File: config.mk
export PLATFORM = sky130hd
export DESIGN_NAME = h_bdy_eng_ret
export DESIGN_NICKNAME = d
export VERILOG_FILES = /design/src/rtl/h_bdy_eng_ret_pkg.sv /design/src/rtl/h_bdy_eng_ret_rob.sv /design/src/rtl/h_bdy_eng_ret.sv
export SDC_FILE = /design/constraint.sdc
export NUM_CORES = 1
export LEC_CHECK = 0
export CAP_MARGIN = 20
export CORE_ASPECT_RATIO = 0.8
export CORE_MARGIN = 4
export CORE_UTILIZATION = 35
export DETAILED_ROUTE_END_ITERATION = 10
export SLEW_MARGIN = 20
export SYNTH_ARGS = -nofsm -noshare
export SYNTH_HDL_FRONTEND = slang
export SYNTH_SLANG_ARGS = --single-unit
File: constraint.sdc
create_clock -name clk -period 5.1 [get_ports clk]
set_input_delay 0.51 -clock clk [delete_from_list [all_inputs] [get_ports clk]]
set_output_delay 0.51 -clock clk [all_outputs]
set_load 0.02 [all_outputs]
File: src/rtl/h_bdy_eng_ret_pkg.sv
// Shared types and defaults for the body-engine return path (reorder buffer).
// Provides the tag/pointer types, the default engine count and payload
// width, and the outstanding-range helper used by the top-level error check.
package h_bdy_eng_ret_pkg;

    localparam int ENGS_N_DEF = 4;
    localparam int DAT_W_DEF  = 32;
    localparam int TAG_W      = 3;
    localparam int DEPTH      = 2 ** TAG_W;

    // Tag: index into the ROB.  Pointer: index plus a wrap bit in the MSB.
    typedef logic [TAG_W-1:0] h_tag_t;
    typedef logic [TAG_W:0]   h_ptr_t;

    localparam h_ptr_t PTR_ZERO = h_ptr_t'(0);
    localparam h_ptr_t PTR_ONE  = h_ptr_t'(1);

    // True when tag t lies in the outstanding window [hd, tl).  The distance
    // of t from the head index (mod DEPTH) must be below the occupancy, which
    // the wrap bit makes exact even when the ROB is full.
    function automatic logic h_in_flight(input h_ptr_t hd, input h_ptr_t tl, input h_tag_t t);
        h_ptr_t occ;
        h_tag_t off;
        occ = tl - hd;
        off = t - hd[TAG_W-1:0];
        return ({1'b0, off} < occ);
    endfunction

endpackage

File: src/rtl/h_bdy_eng_ret_rob.sv
// Reorder-buffer storage: DEPTH x DAT_W payload flops plus a done vector.
// Ports:
//   wr_en_i/wr_tag_i/wr_dat_i  ENGS_N completion write ports (already legality-filtered)
//   iss_clr_i/iss_tag_i        clear done for a freshly issued tag
//   ret_clr_i/ret_tag_i        clear done for the retiring tag
//   rd_tag_i/rd_dat_o          single read port (direct flop read)
//   done_o                     registered done vector
//   dup_o                      write ports dropped because a lower port hit the same tag
module h_bdy_eng_ret_rob
    import h_bdy_eng_ret_pkg::*;
#(
    parameter int ENGS_N = ENGS_N_DEF,
    parameter int DAT_W  = DAT_W_DEF
) (
    input  logic                      clk,
    input  logic                      arst_n,
    input  logic [ENGS_N-1:0]         wr_en_i,
    input  logic [ENGS_N*TAG_W-1:0]   wr_tag_i,
    input  logic [ENGS_N*DAT_W-1:0]   wr_dat_i,
    input  logic                      iss_clr_i,
    input  logic [TAG_W-1:0]          iss_tag_i,
    input  logic                      ret_clr_i,
    input  logic [TAG_W-1:0]          ret_tag_i,
    input  logic [TAG_W-1:0]          rd_tag_i,
    output logic [DAT_W-1:0]          rd_dat_o,
    output logic [DEPTH-1:0]          done_o,
    output logic [ENGS_N-1:0]         dup_o
);

    logic [DAT_W-1:0] dat_q [DEPTH];
    logic [DEPTH-1:0] done_q;
    logic [DEPTH-1:0] done_d;
    logic [DEPTH-1:0] set_s;
    logic [DEPTH-1:0] clr_s;
    logic [ENGS_N-1:0] we_s;

    localparam logic [DEPTH-1:0] ONE_HOT0 = {{(DEPTH-1){1'b0}}, 1'b1};

    // Same-tag dedup: a port is kept only if no lower-indexed port targets its tag.
    always_comb begin
        we_s = wr_en_i;
        for (int i = 0; i < ENGS_N; i++) begin
            for (int j = 0; j < i; j++) begin
                we_s[i] = we_s[i] & ~(wr_en_i[j] &&
                          (wr_tag_i[j*TAG_W +: TAG_W] == wr_tag_i[i*TAG_W +: TAG_W]));
            end
        end
    end

    assign dup_o = wr_en_i & ~we_s;

    // Done-vector next state: clears from issue/retire, sets from surviving writes.
    always_comb begin
        set_s = {DEPTH{1'b0}};
        for (int i = 0; i < ENGS_N; i++) begin
            set_s = set_s | ((we_s[i] ? ONE_HOT0 : {DEPTH{1'b0}}) << wr_tag_i[i*TAG_W +: TAG_W]);
        end
        clr_s  = ((iss_clr_i ? ONE_HOT0 : {DEPTH{1'b0}}) << iss_tag_i)
               | ((ret_clr_i ? ONE_HOT0 : {DEPTH{1'b0}}) << ret_tag_i);
        done_d = (done_q & ~clr_s) | set_s;
    end

    // Done-vector register.
    always_ff @(posedge clk or negedge arst_n) begin
        if (!arst_n) begin
            done_q <= {DEPTH{1'b0}};
        end else begin
            done_q <= done_d;
        end
    end

    // Payload storage; deliberately not reset (only observed once done is set).
    always_ff @(posedge clk) begin
        for (int i = 0; i < ENGS_N; i++) begin
            if (we_s[i]) begin
                dat_q[wr_tag_i[i*TAG_W +: TAG_W]] <= wr_dat_i[i*DAT_W +: DAT_W];
            end
        end
    end

    assign rd_dat_o = dat_q[rd_tag_i];
    assign done_o   = done_q;

endmodule

File: src/rtl/h_bdy_eng_ret.sv
// Body-engine return path: grants sequential tags at dispatch, collects
// out-of-order completions from ENGS_N engines into a reorder buffer and
// retires results strictly in tag order. Tag width is fixed by the package.
// Ports:
//   iss_vld/iss_rdy/iss_tag   tag grant handshake (iss_rdy = ROB not full)
//   cmp_vld/cmp_tag/cmp_dat   per-engine completion strobes, tags, payloads
//   out_vld/out_rdy/out_tag/out_dat  in-order retire handshake
//   err                       sticky protocol-violation flag
module h_bdy_eng_ret
    import h_bdy_eng_ret_pkg::*;
#(
    parameter int ENGS_N = ENGS_N_DEF,
    parameter int DAT_W  = DAT_W_DEF
) (
    input  logic                     clk,
    input  logic                     arst_n,
    input  logic                     iss_vld,
    output logic                     iss_rdy,
    output logic [TAG_W-1:0]         iss_tag,
    input  logic [ENGS_N-1:0]        cmp_vld,
    input  logic [ENGS_N*TAG_W-1:0]  cmp_tag,
    input  logic [ENGS_N*DAT_W-1:0]  cmp_dat,
    output logic                     out_vld,
    input  logic                     out_rdy,
    output logic [TAG_W-1:0]         out_tag,
    output logic [DAT_W-1:0]         out_dat,
    output logic                     err
);

    h_ptr_t hd_q, hd_d;
    h_ptr_t tl_q, tl_d;
    logic   err_q, err_d;

    h_tag_t            hd_idx_s;
    h_tag_t            tl_idx_s;
    logic              empty_s;
    logic              full_s;
    logic              iss_fire_s;
    logic              ret_fire_s;
    logic [DEPTH-1:0]  done_s;
    logic [ENGS_N-1:0] bad_s;
    logic [ENGS_N-1:0] wr_en_s;
    logic [ENGS_N-1:0] dup_s;

    assign hd_idx_s = hd_q[TAG_W-1:0];
    assign tl_idx_s = tl_q[TAG_W-1:0];
    assign empty_s  = (hd_q == tl_q);
    assign full_s   = (hd_idx_s == tl_idx_s) && (hd_q[TAG_W] != tl_q[TAG_W]);

    // Issue readiness comes only from registered pointers: a same-cycle
    // retire does not open a slot until the next cycle.
    assign iss_rdy    = !full_s;
    assign iss_tag    = tl_idx_s;
    assign iss_fire_s = iss_vld && !full_s;

    assign out_vld    = !empty_s && done_s[hd_idx_s];
    assign out_tag    = hd_idx_s;
    assign ret_fire_s = out_vld && out_rdy;
    assign err        = err_q;

    // Per-port legality: tag must be outstanding and not already done.
    always_comb begin
        bad_s = {ENGS_N{1'b0}};
        for (int i = 0; i < ENGS_N; i++) begin
            bad_s[i] = cmp_vld[i] &&
                       (!h_in_flight(hd_q, tl_q, cmp_tag[i*TAG_W +: TAG_W]) ||
                        done_s[cmp_tag[i*TAG_W +: TAG_W]]);
        end
    end

    // Offending ports never reach the ROB.
    assign wr_en_s = cmp_vld & ~bad_s;

    // Pointer and sticky-error next state.
    always_comb begin
        hd_d  = hd_q;
        tl_d  = tl_q;
        err_d = err_q | (|bad_s) | (|dup_s);
        if (iss_fire_s) begin
            tl_d = tl_q + PTR_ONE;
        end else begin
            tl_d = tl_q;
        end
        if (ret_fire_s) begin
            hd_d = hd_q + PTR_ONE;
        end else begin
            hd_d = hd_q;
        end
    end

    // Pointer and error registers.
    always_ff @(posedge clk or negedge arst_n) begin
        if (!arst_n) begin
            hd_q  <= PTR_ZERO;
            tl_q  <= PTR_ZERO;
            err_q <= 1'b0;
        end else begin
            hd_q  <= hd_d;
            tl_q  <= tl_d;
            err_q <= err_d;
        end
    end

    h_bdy_eng_ret_rob #(
        .ENGS_N (ENGS_N),
        .DAT_W  (DAT_W)
    ) u_rob (
        .clk       (clk),
        .arst_n    (arst_n),
        .wr_en_i   (wr_en_s),
        .wr_tag_i  (cmp_tag),
        .wr_dat_i  (cmp_dat),
        .iss_clr_i (iss_fire_s),
        .iss_tag_i (tl_idx_s),
        .ret_clr_i (ret_fire_s),
        .ret_tag_i (hd_idx_s),
        .rd_tag_i  (hd_idx_s),
        .rd_dat_o  (out_dat),
        .done_o    (done_s),
        .dup_o     (dup_s)
    );

endmodule
==> Word-level counts from Yosys, hierarchy flattened <==
Memory sizes are Yosys's and may differ from the RTL's.
Cells that the tools add are included.
W data, S select, Z words.
{ "classes": {"addsub": 7, "n_lt_le_gt_ge": 9, "n_eq_ne": 9, "shift": 6, "muxes": 24, "n_bitwise": 25, "reduce_logical": 26} }
{ "op_table": {"columns": ["operator", "count"], "rows": [
  ["$shl A8 B3 Y8", 6],
  ["$or A8 B8 Y8", 5],
  ["$eq A3 B3 Y1", 7],
  ["$lt A3 B4 Y1 const B", 5],
  ["$mux W1", 19],
  ["$lt A3 B4 Y1", 4],
  ["$bmux W1 S3", 5],
  ["$logic_and A1 B1 Y1", 14],
  ["$sub A3 B3 Y3", 4],
  ["$add A4 B1 Y4 const B", 2],
  ["$and A4 B4 Y4", 2],
  ["$and A8 B8 Y8", 1],
  ["$not A4 Y4", 2],
  ["$not A8 Y8", 1],
  ["$reduce_or A4 Y1", 2],
  ["$and A1 B1 Y1", 6],
  ["$logic_not A1 Y1", 6],
  ["$not A1 Y1", 6],
  ["$eq A4 B4 Y1", 1],
  ["$logic_or A1 B1 Y1", 4],
  ["$sub A4 B4 Y4", 1],
  ["$or A1 B1 Y1", 2],
  ["$ne A1 B1 Y1", 1]
]} }
{ "totals": {"ff_bits": 17, "ramBits": 256, "input_bits": 148, "output_inout_bits": 41, "word_cells": 111, "mem_count": 1} }
{ "mem_list": {"columns": ["memory", "words", "width", "rd", "rd_clocked_by_memory_dff", "wr", "line_no", "text"], "rows": [
  ["u_rob.dat_q", 8, 32, 1, 0, 4, "h_bdy_eng_ret_rob.sv:30", "logic [DAT_W-1:0] dat_q [DEPTH];"]
]} }

==> Depth between registers and ports, before layout <==
Gate-level depths: netlist of run 1.
{ "logic_depth": {"ltp_word": 16, "mapped_depth": 16, "ltp_nobuf": 12} }

==> Cells and area by module <==
From an unflattened synthesis of run 1, not the netlist that was laid out.
{ "hier_totals": {"hier_cells": 2019, "hier_area_um2": 20633.5} }
{ "by_module_without_submodules": {"columns": ["module", "n_inst", "cells_each", "area_each_um2", "seq_area_each_um2"], "rows": [
  ["h_bdy_eng_ret_rob", 1, 1887, 19299.8, 7887.6],
  ["h_bdy_eng_ret", 1, 132, 1333.8, 225.2]
]} }

==> Worst setup path after synthesis of run 1 <==
OpenSTA, ideal clock, no wires.
{ "synth_timing": {"path_type": "register -> register", "startpoint": "register hd_q[1]", "endpoint": "memory u_rob.dat_q[3][0] (netlist bit) (enable)", "setup_time_ps": 431, "t_arrival_ps": 4669, "t_required_ps": 4669, "setup_slack_ps": 1, "path_stages_with_launch": 13, "n_path_buf": 3, "period_less_slack_ps": 5099, "cell_sequence": "dfrtp_1 -> clkbuf_1 -> clkbuf_1 -> inv_1 -> fa_1 -> ha_1 -> a21oi_1 -> maj3_2 -> a21o_1 -> buf_2 -> and3_1 -> nand2_1 -> o211ai_1"} }
{ "synth_rtl": {"columns": ["item", "line_no", "text"], "rows": [
  ["start, declared", "h_bdy_eng_ret.sv:30", "h_ptr_t hd_q, hd_d;"],
  ["start signal, assigned", "h_bdy_eng_ret.sv:94", "hd_q <= PTR_ZERO;"],
  ["start signal, assigned", "h_bdy_eng_ret.sv:98", "hd_q <= hd_d;"],
  ["end, declared", "h_bdy_eng_ret_rob.sv:30", null]
]} }

==> results.md, run 1 <==
- Vias per cell: between 6 and 7
- CTS tree: done
- Status: completed
- Cell mode on critical path: a21oi_1
- Largest net degree at the start of global routing: ~50
- Post-synth EDFFs: 256
- Number of diodes: 0
- Worst min path class: input pin to asynchronous set/reset pin
- DR iter-0 viols: about 2,000
- Crit path DAT: 4.78 ns
- Detailed-route via count: 16,100
- DRT Wirelength: 73,500 um
- Latest clock arrival within the worst-skew pair: 0.60 ns
- First-pass GRT wire length: 108,000 um
- Top-area cell type share of the netlist area: approximately two fifths
- Die X: 270 um
- Top-count cell post-synth: mux2i_1
- Final net count: 1,933
- Max-cap violation count: 0
- Final Hold Fails: 0
- Clock slew at reported path FFs: 0.07 ns
- Placed cell count: roughly 2,400
- WP data required: 5.36 ns
- Power, Total: 0.0117 W
- CP Capture Point: u_rob.dat_q[6][7]
- Hpwl dp: 44,500 um
- Max-Slew Margin vs Limit: 38.9%
- DRC Markers: 0
- Initial Util: a little over a third
- Worst flop-to-flop path startpoint: hd_q[1]
- Final setup fails: 0
- Finished Cell Area: 0.0220 mm^2
- # hold bufs at CTS: 0
- Avg Synthesized Cell Area: roughly 11 um^2
- Crit end category: flop
- Antenna-violating nets left: 0
- Syn. warnings: 0
- CP Launch Point: hd_q[1]
- Worst VDD drop: roughly 0.39 mV
- Synth Cell Area: 0.0192 mm^2
- Root buffer cell: clkbuf_16
- Post-synthesis compound-gate area fraction: 17.3%
- Fillcell total: 5,160
- PortBufs: approximately 190
- Reg2Reg Setup Slack: slightly below 0.6 ns
- Adder-cell share of the synthesized area: 1.54%
- Mapped Nets: about 1,900
- DRT Pass-1 Iters: 6
- Core ar.: 0.0540 mm^2
- Top cells by count, synth: mux2i_1, edfxtp_1, o22ai_1
- Initial antenna violation count: 0
- Post-CTS setup repair buffer count: 0
- Slew Limit Fails: 0
- Largest family of logic cells by synthesized area: multiplexers
- DIE AREA: about 0.059 mm^2
- Placer Congestion: 0.894
- Die height: 217 um
- Slowest Stage Delay on Critical Path: 0.65 ns
- Post-Syn Instances: 1,766
- Worst R2R Path Depth: 11
- Crit path max-delay cell type: or4b_1
- Primary FF master, synth: edfxtp_1
- Simple-gate area share of the yosys netlist: 6.51%
- Worst-path cell chain: buf_4, fa_1, ha_1, a21oi_1, a21oi_1, o2bb2ai_1, o211ai_2, or4b_1, and2_2, o211ai_1, buf_12
- Unrepaired setup endpoints after global routing: false
- Clk buf depth: 3
- H-tree depth: 1
- GRT overflow: 0
- Fraction of registers with async set/reset: 6.23%
- Non-filler cells, final: roughly 2,500
- Mux contribution to synthesized area: between 20 and 25%
- Num CTS Buffers: 31
- Post-synth cell types: 64
- Share of post-route cells with drive strength above 1: 14.2%
- Area post-placement: 0.0210 mm^2
- Post-synthesis xor/xnor area fraction: 1.63%
- Setup CP Type: flop to flop
- Area delta synth->final: 14.7%
- Routed len/inst: about 30 um
- Seq/Total Area, Yosys: 42.3%
- PostCTS Resize Cnt: 0
- Power Dens Cells: roughly 530 mW/mm^2
- GR Util All Layers: 24.0%
- Crit share post-route: 88.6%
- Slew @ Worst Pin: just over 0.9 ns
- Final TNS setup: 0 ns
- Io pins: 189
- FMAX: roughly 0.22 GHz
- Startpoint types: flop
- Minimum clock period: roughly 4.5 ns
- Clock skew: 0.0221 ns
- Vias in the first global route: 16,300
- Leakage power: 8.94 nW
- Synth area leader: edfxtp_1
- Synth top area cells: edfxtp_1, mux2i_1, mux4_2
- Flops & latches, synth: 273
- Clock sinks: 273
- CP max FO: 32
- Row Count: 76
- Worst reg2reg path endpoint: u_rob.dat_q[6][7]
==> power breakdown <==
| group | internal, W | switching [W] |
|---|---|---|
| clock | 0.00126 | 0.000977 |
| combinational | 0.00232 | 0.00359 |
| sequential | 0.00325 | 0.000262 |
==> layout by cell type (no fill, tap or decap), drive strengths merged, types with 4 or more instances in the layout <==
master and n:
clkbuf 39, nand3b 4, clkdlybuf4s50 188, o211ai 6, nand2 126, xnor2 16
dfrtp 17, ha 13, mux4 74, fa 5, nand4b 5, a211oi 12
xor2 18, and2 11, or4b 5, or4 6, nor2 16, nand3 36
and3 6, o22ai 252, inv 17, nand2b 7, clkinv 12, buf 63
mux2i 260, a21oi 263, o21ai 6, nand4 14, nor3 8, edfxtp 256
==> stage by stage <==
stage / worst slack (ns) / hold slack, ns / util [%]
final: 0.580 / 0.410 / 40.8
after detailed placement: 0.255 / 0.479 / 39.0
after CTS: 0.567 / 0.427 / 40.8
after global routing: 0.406 / 0.478 / 40.8
after floorplan: 0.000711 / 0.214 / -
after global placement: 0.288 / 0.473 / 39.0
==> sequential cells by signal, indices dropped and copies added, names as in the netlist <==
| register | flops |
|---|---|
| err | 1 |
| hd_q | 4 |
| tl_q | 4 |
| u_rob.dat_q | 256 |
| u_rob.done_o | 8 |
==> worst max-delay path, delay by kind of cell, from the launching register on <==
kind | cells | cell delay [ns]
fa+ha+maj | 2 | 0.90
buf+inv | 2 | 0.77
flops | 1 | 0.41
compound gates | 5 | 1.22
simple gates | 2 | 0.84
==> metal layers <==
layer	GRT usage (%)	routed length [um]	share of wire, %
met5	0	0	0
met4	8.28	2720	3.7
met3	6.07	8840	12
met2	37.2	32400	44
met1	33.1	29500	40
==> cell type report <==
cell class,count,area (um^2),share of cell area (%)
clock buffers,39,806,3.66
flip-flops and latches,273,8120,36.9
inverters,16,60.1,0.273
repair buffers,251,2450,11.2
clock inverters,17,165,0.750
well taps,702,878,3.99
multi-input cells,1194,9530,43.3
==> how the worst min path moves through the flow <==
stage,start,end,slack [ns],depth (start not counted)
floorplan,arst_n,err,0.21,0
global placement,tl_q[3],tl_q[3],0.47,1
detailed placement,hd_q[3],hd_q[3],0.48,1
CTS,arst_n,u_rob.done_o[0],0.43,1
global route,arst_n,u_rob.done_o[3],0.48,1
finish,arst_n,err,0.41,1
==> logic make-up after synthesis <==
kind of cell    after synthesis
compound gates              554
xor+xnor                     34
fa+ha+maj                    21
buf+inv                     299
flops                       273
mux                         335
simple gates                250
(Power assumes the default switching activity.)
==> run 2, diff against run 1 <==
Settings changed: SKIP_CTS_REPAIR_TIMING set to 1.
==> results of run 2 <==
Final layout, timing and power as in run 1 (identical DEF).
==> run 3, diff against run 2 <==
Settings changed: PLACE_DENSITY_LB_ADDON set to 0.08.
==> run 3 against run 2 <==
  * Die area unchanged
  * Sequential power is essentially flat
  * Cell count is 0.28% higher
  * Flip-flop and latch count unchanged
  * Critical endpoint is now u_rob.dat_q[0][31]
  * Largest cell class unchanged
==> results.md, run 3 (same netlist as run 1, synthesis figures left out) <==
- Status: completed
- Root buffer cell: clkbuf_16
- Placer Congestion: 0.843 (-5.7%)
- Core Util, Final: 40.8% (about the same)
- Latest clock arrival within the worst-skew pair: 0.61 ns (about the same)
- Crit path DAT: 4.79 ns (about the same)
- Number of diodes: 0 (unchanged)
- Multi-input gate area: 0.00953 mm^2 (unchanged)
- Share of post-route cells with drive strength above 1: 14.7% (+0.56 points)
- FF/Latch Area: 0.00812 mm^2 (unchanged)
- Commonest non-fill, non-tap cell in the layout: mux2i_1
- PortBufs: 188 (unchanged)
- CP Capture Point: u_rob.dat_q[0][31]
- Worst min path class: input pin to asynchronous set/reset pin
- GRT overflow: 0 (unchanged)
- Clk buf depth: 3 (unchanged)
- Io pins: 189 (unchanged)
- Die X: 270 um (unchanged)
- Num CTS Buffers: 31 (unchanged)
- Routed len/inst: 31.6 um (+7.2%)
- Setup CP Type: flop to flop
- Vias per cell: 6.37 (-1.6%)
- Worst reg2reg path endpoint: u_rob.dat_q[0][31]
- Clock slew at reported path FFs: 0.07 ns (about the same)
- Hpwl dp: 46,100 um (+3.5%)
- CP max FO: 12 (-63%)
- Cell mode on critical path: ha_1
- Detailed-route via count: 15,900 (-1.4%)
- Power Dens Cells: 534 mW/mm^2 (+0.82%)
- Worst VDD drop: 0.265 mV (-33%)
- Clock skew: 0.0272 ns (+0.00504 ns)
- Power, Total: 0.0118 W (+0.84%)
- Initial antenna violation count: 0 (unchanged)
- Antenna-violating nets left: 0 (unchanged)
- DRT Pass-1 Iters: 5 (-1)
- Final Hold Fails: 0 (unchanged)
- Core ar.: 0.0540 mm^2 (unchanged)
- DIE AREA: 0.0587 mm^2 (unchanged)
- Max-Slew Margin vs Limit: 35.6% (-3.4 points)
- Final net count: 1,938 (+0.26%)
- Vias in the first global route: 15,700 (-3.4%)
- FMAX: 0.226 GHz (+1.9%)
- DR iter-0 viols: 1,798 (-12%)
- Slew @ Worst Pin: 0.967 ns (+0.0530 ns)
- Minimum clock period: 4.43 ns (-0.0864 ns)
- Final setup fails: 0 (unchanged)
- Row Count: 76 (unchanged)
- Unrepaired setup endpoints after global routing: false
- Crit share post-route: 86.9% (-1.7 points)
- H-tree depth: 1 (unchanged)
- Initial Util: 35.5% (unchanged)
- CP Launch Point: tl_q[0]
- CTS tree: done
- DRC Markers: 0 (unchanged)
- Slowest Stage Delay on Critical Path: 0.66 ns (about the same)
- Final TNS setup: 0 ns (unchanged)
- DRT Wirelength: 79,000 um (+7.5%)
- Area delta synth->final: 14.7% (about the same)
- Worst flop-to-flop path startpoint: tl_q[0]
- Max-cap violation count: 0 (unchanged)
- Crit path max-delay cell type: fa_1
- Leakage power: 8.95 nW (+0.17%)
- Commonest cells after routing, fill and taps aside: mux2i_1, edfxtp_1, o22ai_1
- Fillcell total: 5,192 (+0.62%)
- Clock sinks: 273 (unchanged)
- Reg2Reg Setup Slack: 0.67 ns (+0.09 ns)
- Startpoint types: flop
- GR Util All Layers: 26.1% (+2.0 points)
- Crit end category: flop
- First-pass GRT wire length: 114,000 um (+5.3%)
- Slew Limit Fails: 0 (unchanged)
- Worst R2R Path Depth: 12 (+1)
- Max reg flops: 256 (unchanged)
- WP data required: 5.45 ns (+0.09 ns)
- Die height: 217 um (unchanged)
- Largest net degree at the start of global routing: 45 (-8.2%)
- Worst-path cell chain: inv_1, ha_1, fa_1, ha_1, a21oi_1, maj3_2, a21o_1, nand2b_1, nand4b_1, and2_2, nand3_2, buf_12
==> run 3: changes by cell type in the layout (fill, tap and decap cells not counted) <==
| cell | previous run | this run |
|---|---|---|
| buf_4 | 55 | 62 |
| buf_12 | 8 | 6 |
| clkbuf_1 | 8 | 7 |
| clkinv_2 | 2 | 8 |
| clkinv_1 | 10 | 7 |
| bufinv_16 | 3 | 2 |
| clkinvlp_4 | 1 | 2 |
==> run 3: worst min-delay path by stage <==
stage                   end    start  depth (start not counted)
finish              tl_q[0]   arst_n                          1
floorplan               err   arst_n                          0
global placement    tl_q[3]  tl_q[3]                          1
CTS                 tl_q[0]   arst_n                          1
detailed placement  tl_q[3]  tl_q[3]                          1
global route            err   arst_n                          1
==> run 3: power breakdown <==
group	total (W)	switching [W]	leakage, nW	internal, W
Sequential	0.00349	0.000243	2.53	0.00325
Combinational	0.00605	0.00370	5.95	0.00234
Clock	0.00222	0.00100	0.471	0.00122
Total	0.0118	0.00495	8.95	0.00681
==> run 3: through the flow <==
step	area, um^2	hold WS [ns]	setup WS (ns)	instances
2_1_floorplan	19200	0.214	0.000711	1766
3_3_place_gp	21100	0.473	0.454	2441
3_5_place_dp	21100	0.483	0.372	2441
4_1_cts	22000	0.423	0.694	2499
5_1_grt	22000	0.471	0.468	2499
6_report	22000	0.416	0.666	2499
==> run 3: worst max-delay path: cells and delay by family (launching register included) <==
family	cells	cell delay, ns
simple gates	4	1.47
fa+ha+maj	4	1.42
flops	1	0.51
buf+inv	2	0.49
compound gates	2	0.28
==> run 3: final cells by class <==
cell class              count  area share (%)
flip-flops and latches    273            36.9
clock inverters            20           0.733
clock buffers              38            3.64
multi-input cells        1194            43.3
well taps                 702            3.99
inverters                  16           0.273
repair buffers            256            11.2
==> run 3: per-layer routing <==
layer,wire (um),vias up,global-route usage (%)
met3,7230,119,5.32
li1,-,6827,-
met5,0,-,0
met4,1880,0,6.30
met2,36300,967,41.7
met1,33600,8015,36.7
